===== src/rtl/uart2wb_pkg.sv =====
// Shared constants for the UART-to-Wishbone debug master: command/reply bytes and FSM states.
package uart2wb_pkg;

  localparam logic [7:0] CMD_RD  = 8'h72;  // 'r'
  localparam logic [7:0] CMD_WR  = 8'h77;  // 'w'
  localparam logic [7:0] RSP_OK  = 8'h6B;  // 'k'
  localparam logic [7:0] RSP_BAD = 8'h3F;  // '?'
  localparam logic [7:0] RSP_TO  = 8'h45;  // 'E'

  typedef enum logic [2:0] {
    S_IDLE,
    S_ADDR,
    S_DATA,
    S_BUS,
    S_SEND
  } state_e;

endpackage


===== src/rtl/uart2wb_ser.sv =====
// MSB-first reply serializer (1 or 4 bytes) owning the tx_wr/tx_busy handshake.
module uart2wb_ser (
  input  logic        clk,
  input  logic        reset,
  input  logic        ld_i,
  input  logic [31:0] ld_word_i,
  input  logic [2:0]  ld_cnt_i,
  input  logic        tx_busy_i,
  output logic [7:0]  tx_data_o,
  output logic        tx_wr_o,
  output logic        busy_o
);

  logic [31:0] sh_q, sh_d;
  logic [2:0]  rem_q, rem_d;
  logic [7:0]  dat_q, dat_d;
  logic        wr_q, wr_d;

  // wr_q blocks a second strobe in the cycle where tx_busy may not yet reflect the first
  always_comb begin
    sh_d  = sh_q;
    rem_d = rem_q;
    dat_d = dat_q;
    wr_d  = 1'b0;
    if (ld_i) begin
      sh_d  = (ld_cnt_i == 3'd1) ? {ld_word_i[7:0], 24'd0} : ld_word_i;
      rem_d = ld_cnt_i;
    end else if (rem_q != 3'd0 && !wr_q && !tx_busy_i) begin
      dat_d = sh_q[31:24];
      wr_d  = 1'b1;
      sh_d  = {sh_q[23:0], 8'd0};
      rem_d = rem_q - 3'd1;
    end
  end

  always_ff @(posedge clk) begin
    if (reset) begin
      sh_q  <= '0;
      rem_q <= '0;
      dat_q <= '0;
      wr_q  <= 1'b0;
    end else begin
      sh_q  <= sh_d;
      rem_q <= rem_d;
      dat_q <= dat_d;
      wr_q  <= wr_d;
    end
  end

  assign tx_data_o = dat_q;
  assign tx_wr_o   = wr_q;
  assign busy_o    = (rem_q != 3'd0) || wr_q;

endmodule


===== src/rtl/uart2wb.sv =====
// UART command decoder driving one 32-bit Wishbone transaction per command.
// Optional ack timeout enabled by defining UART2WB_TIMEOUT_EN.
module uart2wb
  import uart2wb_pkg::*;
#(
  parameter int unsigned timeout_cycles = 1024
) (
  input  logic        clk,
  input  logic        reset,
  input  logic [7:0]  rx_data,
  input  logic        rx_avail,
  output logic        rx_ack,
  output logic [7:0]  tx_data,
  output logic        tx_wr,
  input  logic        tx_busy,
  output logic [31:0] wb_adr_o,
  output logic [31:0] wb_dat_o,
  input  logic [31:0] wb_dat_i,
  output logic [3:0]  wb_sel_o,
  output logic        wb_we_o,
  output logic        wb_stb_o,
  output logic        wb_cyc_o,
  input  logic        wb_ack_i
);

  state_e      state_q, state_d;
  logic [31:0] addr_q, addr_d;
  logic [31:0] data_q, data_d;
  logic        we_q, we_d;
  logic [1:0]  cnt_q, cnt_d;
  logic        cyc_q, cyc_d;
  logic        rx_ack_q, rx_ack_d;
  logic        rx_take;
  logic        ld;
  logic [31:0] ld_word;
  logic [2:0]  ld_cnt;
  logic        ser_busy;
  logic        to_hit;

`ifdef UART2WB_TIMEOUT_EN
  localparam int unsigned TO_W = (timeout_cycles > 1) ? $clog2(timeout_cycles) : 1;
  localparam logic [TO_W-1:0] TO_LAST = TO_W'(timeout_cycles - 1);
  logic [TO_W-1:0] to_q, to_d;

  // Counts BUS cycles from 0; leaving BUS on the last one gives exactly timeout_cycles of cyc
  assign to_d   = (state_q == S_BUS) ? to_q + TO_W'(1) : '0;
  assign to_hit = (to_q == TO_LAST);

  always_ff @(posedge clk) begin
    if (reset) to_q <= '0;
    else       to_q <= to_d;
  end
`else
  assign to_hit = 1'b0;
`endif

  always_comb begin
    state_d  = state_q;
    addr_d   = addr_q;
    data_d   = data_q;
    we_d     = we_q;
    cnt_d    = cnt_q;
    cyc_d    = cyc_q;
    rx_ack_d = 1'b0;
    ld       = 1'b0;
    ld_word  = '0;
    ld_cnt   = 3'd0;
    rx_take  = rx_avail && !rx_ack_q;
    case (state_q)
      S_IDLE: if (rx_take) begin
        rx_ack_d = 1'b1;
        cnt_d    = 2'd0;
        if (rx_data == CMD_RD) begin
          we_d    = 1'b0;
          state_d = S_ADDR;
        end else if (rx_data == CMD_WR) begin
          we_d    = 1'b1;
          state_d = S_ADDR;
        end else begin
          ld      = 1'b1;
          ld_word = {24'd0, RSP_BAD};
          ld_cnt  = 3'd1;
          state_d = S_SEND;
        end
      end
      S_ADDR: if (rx_take) begin
        rx_ack_d = 1'b1;
        addr_d   = {addr_q[23:0], rx_data};
        cnt_d    = cnt_q + 2'd1;
        if (cnt_q == 2'd3) begin
          if (we_q) begin
            state_d = S_DATA;
          end else begin
            state_d = S_BUS;
            cyc_d   = 1'b1;
          end
        end
      end
      S_DATA: if (rx_take) begin
        rx_ack_d = 1'b1;
        data_d   = {data_q[23:0], rx_data};
        cnt_d    = cnt_q + 2'd1;
        if (cnt_q == 2'd3) begin
          state_d = S_BUS;
          cyc_d   = 1'b1;
        end
      end
      S_BUS: if (wb_ack_i) begin
        cyc_d   = 1'b0;
        ld      = 1'b1;
        ld_word = we_q ? {24'd0, RSP_OK} : wb_dat_i;
        ld_cnt  = we_q ? 3'd1 : 3'd4;
        state_d = S_SEND;
      end else if (to_hit) begin
        cyc_d   = 1'b0;
        ld      = 1'b1;
        ld_word = {24'd0, RSP_TO};
        ld_cnt  = 3'd1;
        state_d = S_SEND;
      end
      S_SEND: if (!ser_busy) state_d = S_IDLE;
      default: state_d = S_IDLE;
    endcase
  end

  always_ff @(posedge clk) begin
    if (reset) begin
      state_q  <= S_IDLE;
      addr_q   <= '0;
      data_q   <= '0;
      we_q     <= 1'b0;
      cnt_q    <= '0;
      cyc_q    <= 1'b0;
      rx_ack_q <= 1'b0;
    end else begin
      state_q  <= state_d;
      addr_q   <= addr_d;
      data_q   <= data_d;
      we_q     <= we_d;
      cnt_q    <= cnt_d;
      cyc_q    <= cyc_d;
      rx_ack_q <= rx_ack_d;
    end
  end

  // Bus outputs are gated by cyc so they read as zero outside a transaction
  assign rx_ack   = rx_ack_q;
  assign wb_cyc_o = cyc_q;
  assign wb_stb_o = cyc_q;
  assign wb_we_o  = cyc_q & we_q;
  assign wb_sel_o = {4{cyc_q}};
  assign wb_adr_o = cyc_q ? {addr_q[31:2], 2'b00} : '0;
  assign wb_dat_o = (cyc_q && we_q) ? data_q : '0;

  uart2wb_ser u_ser (
    .clk       (clk),
    .reset     (reset),
    .ld_i      (ld),
    .ld_word_i (ld_word),
    .ld_cnt_i  (ld_cnt),
    .tx_busy_i (tx_busy),
    .tx_data_o (tx_data),
    .tx_wr_o   (tx_wr),
    .busy_o    (ser_busy)
  );

endmodule


===== config.mk =====
export PLATFORM = sky130hd
export DESIGN_NAME = uart2wb
export DESIGN_NICKNAME = d
export VERILOG_FILES = /design/src/rtl/uart2wb_pkg.sv /design/src/rtl/uart2wb_ser.sv /design/src/rtl/uart2wb.sv
export SDC_FILE = /design/constraint.sdc
export NUM_CORES = 1
export LEC_CHECK = 0
export CORE_MARGIN = 5
export CORE_UTILIZATION = 41
export CTS_CLUSTER_SIZE = 14
export DETAILED_ROUTE_END_ITERATION = 10
export HOLD_SLACK_MARGIN = 0.1
export PLACE_DENSITY = 0.68
export SLEW_MARGIN = 0
export SYNTH_ARGS = -nofsm -noshare
export SYNTH_HDL_FRONTEND = slang
export SYNTH_SLANG_ARGS = --single-unit

===== constraint.sdc =====
create_clock -name clk -period 1.9 [get_ports clk]
set_input_delay 0.285 -clock clk [delete_from_list [all_inputs] [get_ports clk]]
set_output_delay 0.285 -clock clk [all_outputs]
set_load 0.01 [all_outputs]

==> metrics.md <==
| Metric | Value |
|---|---|
| Row count | `41` |
| Layout cell share with drive strength beyond 1 | `a little over an eighth` |
| CP Launch Type | `register` |
| Total Wirelength | `15530 µm` |
| Reg area | `2327 µm²` |
| Clk_lat worst skew | `around 0.41 ns` |
| Sequential share of the synthesized area | `43.21%` |
| Vias per cell | `approximately 5.3` |
| Top cell type's share of synthesized area | `43.21%` |
| RSZ-0062 raised after global routing | `no` |
| Slew @ Worst Pin | `~0.56 ns` |
| Leakage power | `3.061 nW` |
| Normalized max-slew margin | `between 60% and 70%` |
| Fmax | `around 550 MHz` |
| Clock sink count | `116` |
| CTS Buffer Depth | `2` |
| Peak fanout along the critical path | `16` |
| Initial antenna violation count | `0` |
| CP max stage cell | `dfxtp_4` |
| Die H | `124.5 µm` |
| Max stage delay on crit path | `0.40 ns` |
| Final setup fails | `0` |
| Primary FF master, synth | `dfxtp_1` |
| Unique masters post-synth | `54` |
| Synth Register Bits | `116` |
| Clock transition at the registers of the reported paths | `0.05 ns` |
| Post-synth EDFFs | `0` |
| IO buf count | `around 120` |
| Worst hold path class | `in2reg` |
| Crit share post-route | `between 90% and 100%` |
| Critical path capture point type | `primary output` |
| Routability cong. | `~0.85` |
| Ys async rst share | `0%` |
| DR DRC count | `0` |
| Clk root buf | `clkbuf_16` |
| Vias | `5171` |
| Syn. warnings | `0` |
| Largest cells by area after synthesis | `dfxtp_1 (43%), nand2_1 (11%), a21oi_1 (7.5%)` |
| Fin Setup TNS | `0 ns` |
| Routed WL per cell | `about 16 µm` |
| Synth Area per Inst | `8.009 µm²` |
| Syn-to-layout area delta | `40.37%` |
| Fin nets | `841` |
| Initial Utilization | `42.24%` |
| Required time of the critical path | `1.62 ns` |
| HPWL Detailed | `10360 µm` |
| VDD IR-drop max | `a little under 0.6 mV` |
| Setup Fix Bufs, Post-CTS | `0` |
| Outcome | `complete, no violations` |
| Fill count | `1190` |
| Final hold slack | `between 0.1 and 0.15 ns` |
| Delay-heaviest family, CP | `buffers and inverters` |
| PwrDens | `813.8 nW/µm²` |
| Htree depth | `4` |
| Post-DRT Antenna Nets | `0` |
| Worst EP arrival | `1.55 ns` |
| Cells along the critical path | `bufbuf_16 -> and3_1 -> dlygate4sd2_1` |
| Antenna fix cells | `0` |
| Yosys top cell by area | `dfxtp_1` |
| Largest net degree at the start of global routing | `56` |
| First-pass GRT wire length | `around 26000 µm` |
| CTS tree | `yes` |
| Most numerous cell in the Yosys netlist | `nand2_1` |
| Number of global-route vias before repair | `5118` |
| Mapped Area | `5374 µm²` |
| Area of the multi-input gates | `2738 µm²` |
| Initial drt markers | `about 330` |
| Core area | `between 10000 and 15000 µm²` |
| Total GRT Usage | `19.91%` |
| Final period demand of the worst path | `1.833 ns` |
| WP buf/inv | `2` |
| Die Wd | `124.5 µm` |
| Final Skew | `0.01861 ns` |
| Max-Cap Viols | `0` |
| Cts bufs inserted | `17` |
| Syn Inst Count | `671` |
| Setup Crit Path Kind | `reg2out` |
| Ports | `126` |
| Pre-antenna DRT Iters | `5` |
| Max-slew violations | `0` |
| Commonest cells post-synth | `nand2_1 (162), dfxtp_1 (116), a21oi_1 (81)` |
| Total gr overflow | `0` |
| Endpoints failing hold | `0` |
| Die area | `15500 µm²` |
## final cells by class
cell class,instances,share of cell area (%)
Inverter,3,0.1493
Timing Repair Buffer,169,22.84
Multi-Input combinational cell,486,36.29
Tap cell,172,2.853
Sequential cell,116,30.85
Clock inverter,4,0.3151
Clock buffer,25,6.701
## where the power goes
group          total [mW]  switching [mW]  internal (mW)  leakage [nW]
Combinational       0.730           0.375          0.356          1.85
Sequential           2.57          0.0543           2.52         0.941
Clock                2.84            1.03           1.81         0.265
## routing by layer
layer | share of wire, % | up-vias | wire length, µm | global-route usage, %
li1 | - | 2565 | - | -
met1 | 44 | 2427 | 6866 | 24.80
met2 | 49 | 162 | 7578 | 32.19
met3 | 5.8 | 17 | 894 | 6.775
met4 | 1.2 | 0 | 192 | 6.834
met5 | 0 | - | 0 | 0
## what timing repair did
| item | in CTS | in global routing |
|---|---|---|
| endpoints found under the setup margin | 69 | 10 |
| cloned | 3 | 0 |
| resized for setup | 74 | 13 |
| hold buffers | 0 | 0 |
## sequential cells by signal (all words and copies together) (netlist names), 2 cells and up
signal	count
data_q	32
u_ser.tx_data_o	8
u_ser.rem_q	3
addr_q	32
cnt_q	2
u_ser.sh_q	32
state_q	3
## cell usage in the layout, fill, tap and decap left out, types with 6 or more instances in the layout
| cell | n |
|---|---|
| nand4_1 | 11 |
| o21ai_0 | 15 |
| nand2b_1 | 6 |
| clkbuf_16 | 17 |
| nand2_1 | 162 |
| clkdlybuf4s50_1 | 53 |
| a221oi_2 | 15 |
| nor2_1 | 34 |
| and3_1 | 33 |
| o211ai_1 | 19 |
| nand3b_1 | 9 |
| o22ai_1 | 7 |
| buf_12 | 13 |
| dfxtp_1 | 114 |
| buf_4 | 31 |
| a21oi_1 | 81 |
| dlygate4sd2_1 | 59 |
| clkdlybuf4s15_1 | 7 |
| and2_1 | 33 |
## final timing paths
path                                        to  slack, ns           start  cells past startpoint
worst max register to register  u_ser.sh_q[24]       0.12  u_ser.rem_q[0]                      7
worst min-delay path             u_ser.sh_q[6]       0.12           reset                      2
worst min register to register      addr_q[26]       0.45      addr_q[26]                      2
worst max-delay path               wb_dat_o[7]       0.07        wb_cyc_o                      3
## worst reg2reg max path: cells and delay by family, from the launching register on
kind,cells,cell delay [ns]
compound gates,1,0.34
flops,1,0.34
fa+ha+maj,1,0.23
simple gates,3,0.49
buf+inv,2,0.27
## kinds of logic after synthesis
kind of cell               count (synthesis)  share of synthesized area (%)
and+or+nand+nor                          316                          28.57
DFF                                      116                          43.21
muxes                                      1                         0.1863
xor gates and xnor gates                   2                         0.3260
adders and majority gates                  3                         0.6986
AOI/OAI and AO/OA                        162                          20.89
buffers and inverters                     70                          6.053
other                                      1                        0.06978
## metrics by stage
step                      util [%]  setup slack [ns]  area (µm²)  power [mW]  std cells
final                        59.29           0.06686        7543       6.139        975
after global routing         59.29          0.002600        7543       6.368        975
after CTS                    59.31           0.02610        7546       6.191        975
after detailed placement     54.94           -0.1952        6989       3.344        943
after global placement       54.94           -0.1813        6989       3.319        943
after floorplan                  -            0.2833        5378       3.036        672
No activity file was read; power rests on OpenSTA's default activity.
